### config.mk
export PLATFORM = sky130hd
export DESIGN_NAME = ex_muldiv_unit
export DESIGN_NICKNAME = d
export VERILOG_FILES = /design/src/rtl/ex_muldiv_unit.sv
export SDC_FILE = /design/constraint.sdc
export NUM_CORES = 1
export LEC_CHECK = 0
export ABC_AREA = 1
export CAP_MARGIN = 10
export CORE_ASPECT_RATIO = 0.9
export CORE_MARGIN = 2
export CORE_UTILIZATION = 40
export CTS_CLUSTER_SIZE = 16
export DETAILED_ROUTE_END_ITERATION = 12
export GPL_ROUTABILITY_DRIVEN = 0
export GPL_TIMING_DRIVEN = 1
export PLACE_DENSITY = 0.61
export SLEW_MARGIN = 15
export SYNTH_ARGS = -nofsm -noshare
export SYNTH_HDL_FRONTEND = slang
export SYNTH_SLANG_ARGS = --single-unit
### constraint.sdc
create_clock -name clk -period 6.7 [get_ports clk]
set_input_delay 1.34 -clock clk [delete_from_list [all_inputs] [get_ports clk]]
set_output_delay 1.34 -clock clk [all_outputs]
set_load 0.005 [all_outputs]
### src/rtl/ex_muldiv_unit.sv
// ex_muldiv_unit -- iterative RV32M multiply/divide unit for the execute stage.
//   Multiply: shift-add, MUL_BITS multiplier bits per cycle (XLEN/MUL_BITS cycles).
//   Divide:   restoring divide on magnitudes, one quotient bit per cycle (XLEN cycles).
//   Divide-by-zero and signed overflow finish after one cycle without iterating.
// Ports:
//   clk, rst_n (async active-low), flush (sync abort, drops any result)
//   in_valid/in_ready, in_funct3, in_a, in_b, in_tag  -- request from EX
//   out_valid/out_ready, out_result, out_tag          -- registered result to EX->MEM mux
//   busy                                              -- state != IDLE
module ex_muldiv_unit #(
  parameter int XLEN     = 32,
  parameter int MUL_BITS = 2,
  parameter int TAG_W    = 5
) (
  input  logic             clk,
  input  logic             rst_n,
  input  logic             flush,
  input  logic             in_valid,
  output logic             in_ready,
  input  logic [2:0]       in_funct3,
  input  logic [XLEN-1:0]  in_a,
  input  logic [XLEN-1:0]  in_b,
  input  logic [TAG_W-1:0] in_tag,
  output logic             out_valid,
  input  logic             out_ready,
  output logic [XLEN-1:0]  out_result,
  output logic [TAG_W-1:0] out_tag,
  output logic             busy
);
  localparam int N_MUL = XLEN / MUL_BITS;
  localparam int CW    = $clog2(XLEN) + 1;
  localparam logic [XLEN-1:0] MIN_INT = {1'b1, {(XLEN-1){1'b0}}};

  typedef enum logic [1:0] {S_IDLE, S_MUL, S_DIV, S_DONE} state_t;

  state_t            state_q, state_d;
  logic              valid_q, valid_d;
  logic [XLEN-1:0]   res_q, res_d;
  logic [TAG_W-1:0]  tag_q, tag_d;
  logic [2:0]        fn_q, fn_d;
  logic [CW-1:0]     cnt_q, cnt_d;
  // Shared iteration registers: {hi,lo} is the 2*XLEN+1 product for multiply;
  // hi is the partial remainder and lo the dividend/quotient for divide.
  logic [XLEN:0]     hi_q, hi_d;
  logic [XLEN-1:0]   lo_q, lo_d;
  // op: sign-extended multiplicand, or zero-extended divisor magnitude.
  logic [XLEN:0]     op_q, op_d;
  // neg: multiplier is negative (mul) / quotient must be negated (div).
  logic              neg_q, neg_d;
  logic              rneg_q, rneg_d;

  // ---------------- multiply step ----------------
  logic                       mul_last;
  logic signed [MUL_BITS:0]   mul_dig;
  logic signed [XLEN+MUL_BITS:0] mul_hi_x, mul_a_x, mul_d_x, mul_sum;
  logic [2*XLEN+MUL_BITS:0]   mul_cat;
  logic [2*XLEN:0]            mul_shift;

  always_comb begin
    mul_last  = (cnt_q == CW'(N_MUL - 1));
    // The top multiplier digit carries the sign weight when rs2 is signed and negative,
    // which folds the signed-multiplier correction into the last iteration.
    mul_dig   = {mul_last & neg_q, lo_q[MUL_BITS-1:0]};
    mul_hi_x  = {{MUL_BITS{hi_q[XLEN]}}, hi_q};
    mul_a_x   = {{MUL_BITS{op_q[XLEN]}}, op_q};
    mul_d_x   = {{XLEN{mul_dig[MUL_BITS]}}, mul_dig};
    mul_sum   = mul_hi_x + mul_a_x * mul_d_x;
    mul_cat   = {mul_sum, lo_q};
    mul_shift = mul_cat[2*XLEN+MUL_BITS:MUL_BITS];
  end

  // ---------------- divide step ----------------
  logic                div_last, div_ge;
  logic [XLEN:0]       div_sh, div_rem;
  logic [XLEN-1:0]     div_quo;

  always_comb begin
    div_last = (cnt_q == CW'(XLEN - 1));
    div_sh   = {hi_q[XLEN-1:0], lo_q[XLEN-1]};
    div_ge   = (div_sh >= op_q);
    div_rem  = div_ge ? (div_sh - op_q) : div_sh;
    div_quo  = {lo_q[XLEN-2:0], div_ge};
  end

  // ---------------- operand decode at accept ----------------
  logic            a_sgn_mul, d_sgn;
  logic [XLEN-1:0] a_mag, b_mag;

  always_comb begin
    a_sgn_mul = (in_funct3 == 3'd1) || (in_funct3 == 3'd2);
    d_sgn     = ~in_funct3[0];
    a_mag     = (d_sgn && in_a[XLEN-1]) ? (XLEN'(0) - in_a) : in_a;
    b_mag     = (d_sgn && in_b[XLEN-1]) ? (XLEN'(0) - in_b) : in_b;
  end

  // ---------------- next state ----------------
  always_comb begin
    state_d = state_q;
    valid_d = valid_q;
    res_d   = res_q;
    tag_d   = tag_q;
    fn_d    = fn_q;
    cnt_d   = cnt_q;
    hi_d    = hi_q;
    lo_d    = lo_q;
    op_d    = op_q;
    neg_d   = neg_q;
    rneg_d  = rneg_q;
    case (state_q)
      S_IDLE: if (in_valid && !flush) begin
        fn_d  = in_funct3;
        tag_d = in_tag;
        cnt_d = '0;
        hi_d  = '0;
        if (!in_funct3[2]) begin
          state_d = S_MUL;
          op_d    = {a_sgn_mul & in_a[XLEN-1], in_a};
          lo_d    = in_b;
          neg_d   = (in_funct3 == 3'd1) & in_b[XLEN-1];
        end else if (in_b == '0) begin
          state_d = S_DONE;
          res_d   = in_funct3[1] ? in_a : '1;
        end else if (d_sgn && in_a == MIN_INT && in_b == '1) begin
          state_d = S_DONE;
          res_d   = in_funct3[1] ? '0 : MIN_INT;
        end else begin
          state_d = S_DIV;
          lo_d    = a_mag;
          op_d    = {1'b0, b_mag};
          neg_d   = d_sgn & (in_a[XLEN-1] ^ in_b[XLEN-1]);
          rneg_d  = d_sgn & in_a[XLEN-1];
        end
      end
      S_MUL: begin
        hi_d  = mul_shift[2*XLEN:XLEN];
        lo_d  = mul_shift[XLEN-1:0];
        cnt_d = cnt_q + 1'b1;
        if (mul_last) begin
          state_d = S_DONE;
          valid_d = 1'b1;
          res_d   = (fn_q == 3'd0) ? mul_shift[XLEN-1:0] : mul_shift[2*XLEN-1:XLEN];
        end
      end
      S_DIV: begin
        hi_d  = div_rem;
        lo_d  = div_quo;
        cnt_d = cnt_q + 1'b1;
        if (div_last) begin
          state_d = S_DONE;
          valid_d = 1'b1;
          if (fn_q[1]) res_d = rneg_q ? (XLEN'(0) - div_rem[XLEN-1:0]) : div_rem[XLEN-1:0];
          else         res_d = neg_q  ? (XLEN'(0) - div_quo) : div_quo;
        end
      end
      default: begin
        // Special cases enter DONE with valid low so the result appears one cycle later.
        if (!valid_q) valid_d = 1'b1;
        else if (out_ready) begin
          state_d = S_IDLE;
          valid_d = 1'b0;
        end
      end
    endcase
    if (flush) begin
      state_d = S_IDLE;
      valid_d = 1'b0;
      cnt_d   = '0;
    end
  end

  always_ff @(posedge clk or negedge rst_n) begin
    if (!rst_n) begin
      state_q <= S_IDLE;
      valid_q <= 1'b0;
      res_q   <= '0;
      tag_q   <= '0;
      fn_q    <= '0;
      cnt_q   <= '0;
      hi_q    <= '0;
      lo_q    <= '0;
      op_q    <= '0;
      neg_q   <= 1'b0;
      rneg_q  <= 1'b0;
    end else begin
      state_q <= state_d;
      valid_q <= valid_d;
      res_q   <= res_d;
      tag_q   <= tag_d;
      fn_q    <= fn_d;
      cnt_q   <= cnt_d;
      hi_q    <= hi_d;
      lo_q    <= lo_d;
      op_q    <= op_d;
      neg_q   <= neg_d;
      rneg_q  <= rneg_d;
    end
  end

  assign in_ready   = (state_q == S_IDLE) & ~flush;
  assign busy       = (state_q != S_IDLE);
  assign out_valid  = valid_q;
  assign out_result = res_q;
  assign out_tag    = tag_q;
endmodule

==> out/results.ini <==
[worst_hold_path]
min_path_type=reg2reg

[clock_tree]
cts_root_buffer=clkbuf_16
cts_buffer_depth=2
post_cts_buffers=0
ctsHoldBuffers=0
cts_buffers=17
insertion_delay_ns=0.49
clkSinkCount=149
htreeDepth=4
cts_tree=yes
cts_resized=0
clk_pin_slew_ns=0.08

[floorplanning]
die_h_um=213
core_area_um2=47800
die_area_um2=50200
die_w_um=236
ios=117
row_count=76
start_util=0.405

[worst_setup_path]
critPathTopFamily=adder cells
required_ns=7.08
cp_common_cell=nand2_1
startpoint_type=register
worst-path-max-fanout=4
crit_buf_inv=5
slowest_delay_ns=0.55
cp_data_arrival_time_ns=6.55
crit_slowest_cell=nor2_1
crit_path_end_kind=register
worst-setup-path-type=reg2reg

[synthesis]
synth_edf_count=0
yosys_warnings=0
seq_area_frac_synth=0.192
synthArstFlopShare=1.00
synth_top_area_frac=0.192
mappedNetlistNets=3322
synth_cells=3067
ys_types=63
syn_area_per_cell_um2=6.32
syn-cell-area_um2=19400
synth-seq-cells=149
synth.area.top_cells=dfrtp_1 (19%), nand2_1 (16%), inv_1 (9.0%)
yosysTopAreaCell=dfrtp_1
synthFlopType=dfrtp_1

[timing]
rsz0062_at_grt=no
finalSetupViolCount=0
slew_headroom=0.280
period_needed_ns=6.16
setup_tns_ns=0
fin_skew_ns=0.0152
worst_pin_slew_ns=1.08
final_max_slew_viol_count=0
fin_crit_sh=0.920
hold_viol=0
fmax_mhz=162

[place]
place_area_um2=20900
portBuffers=116
dp_hpwl_mm=64.5

[global_routing]
grt_pass1_wl_mm=125
grtUsageTotal=0.328
grt_overflow=0
first_global_vias=20500
grt_max_degree=103
antenna_found_initial=7

[power]
p_total_mw=11.3
p_per_area_nw_per_um2=522
ir_drop_mv=0.269
p_leak_nw=11.2

[run_status]
status=complete, no violations

[detailed_routing]
wl_mm=82.3
antenna_left=0
wl_per_cell_um=21.9
drc=0
drtPass1Iterations=10
vias_per_cell=5.87
routed-via-count=22000
drt_iter0_drc=3176

[cells_and_area]
stdcell_area_um2=21600
mostFrequentLayoutCell=nand2_1
drive_above_1_share=0.0519
syn_to_final_growth_pct=11.2
fillers=5044
final_cell_mix=nand2_1 (825), inv_1 (463), nor2_1 (241), o21ai_0 (224), a21oi_1 (181)
nets=3364

[run]
maxCapViolCount=0

[flip-flops by register name, indices dropped and copies added, names as in the netlist]
signal and flops:
cnt_q 6, fn_q 3, hi_q 33, lo_q 32, neg_q 1, op_q 33, out_result 32, out_tag 5
out_valid 1, rneg_q 1, state_q 2
[logic make-up (layout without fill, tap and decap cells)]
family,after synthesis,count (layout),share of synthesized area
other,0,5,0
xor gates and xnor gates,88,88,0.0398
muxes,6,6,0.00349
DFF,149,149,0.192
adders and majority gates,178,178,0.141
buffers and inverters,605,660,0.125
AOI/OAI and AO/OA,623,623,0.186
and+or+nand+nor,1418,1418,0.313
[area by class of cell]
cell class              instances  area (µm²)  area share
repair buffers                146        1380      0.0641
diodes                          5        12.5    0.000580
well taps                     624         781      0.0362
multi-input cells            2313       13200       0.614
clock buffers                  17         425      0.0197
flip-flops and latches        149        3730       0.173
inverters                     482        1810      0.0840
clock inverters                15         181     0.00842
[cells in the mapped netlist, types with 29 or more instances]
cell and instances:
a21oi_1 181, a31oi_1 29, clkbuf_1 80, dfrtp_1 149, fa_1 67, ha_1 111
inv_1 464, nand2_1 825, nand3_1 173, nand4_1 43, nor2_1 241, nor3_1 40
o211ai_1 42, o21ai_0 224, o22ai_1 42, xor2_1 61
[power breakdown]
part | switching [mW] | internal, mW | total (mW)
clock | 0.501 | 0.567 | 1.07
sequential | 0.457 | 1.27 | 1.73
combinational | 5.78 | 2.68 | 8.46
total | 6.74 | 4.52 | 11.3
[worst register-to-register path, delay by kind of cell, from the launching register on]
family / cells / cell delay, ns
AOI/OAI and AO/OA: 6 / 1.01
DFF: 1 / 0.39
and+or+nand+nor: 11 / 1.81
xor gates and xnor gates: 1 / 0.19
buffers and inverters: 5 / 0.32
adders and majority gates: 6 / 2.32
[layer usage]
layer | wire [µm] | vias to the layer above | part of all wire | global-route usage
li1 | - | 10100 | - | -
met3 | 10200 | 233 | 0.12 | 0.0937
met5 | 69 | - | 0.00084 | 0
met2 | 33100 | 1385 | 0.40 | 0.467
met4 | 4580 | 10 | 0.056 | 0.170
met1 | 34400 | 10300 | 0.42 | 0.449
[per-stage QoR]
step                setup slack (ns)  instances  hold slack (ns)  utilization
finish                         0.539       3751            0.486        0.451
global route                  0.0877       3746            0.502        0.450
CTS                            0.603       3746            0.489        0.450
detailed placement             0.627       3714            0.469        0.438
global placement               0.710       3714            0.468        0.438
floorplan                       1.46       3067            0.465            -
[path summary, 6_finish.rpt]
| check | start | endpoint | cells after the start | slack [ns] |
|---|---|---|---|---|
| min | out_result[5] | out_result[5] | 2 | 0.49 |
| max | cnt_q[0] | out_result[30] | 29 | 0.54 |
| min in group asynchronous | rst_n | out_result[0] | 1 | 0.97 |
| max in group asynchronous | rst_n | op_q[14] | 2 | 4.41 |
| min reg2reg | out_result[5] | out_result[5] | 2 | 0.49 |
| max reg2reg | cnt_q[0] | out_result[30] | 29 | 0.54 |
No activity file was read; power rests on OpenSTA's default activity.
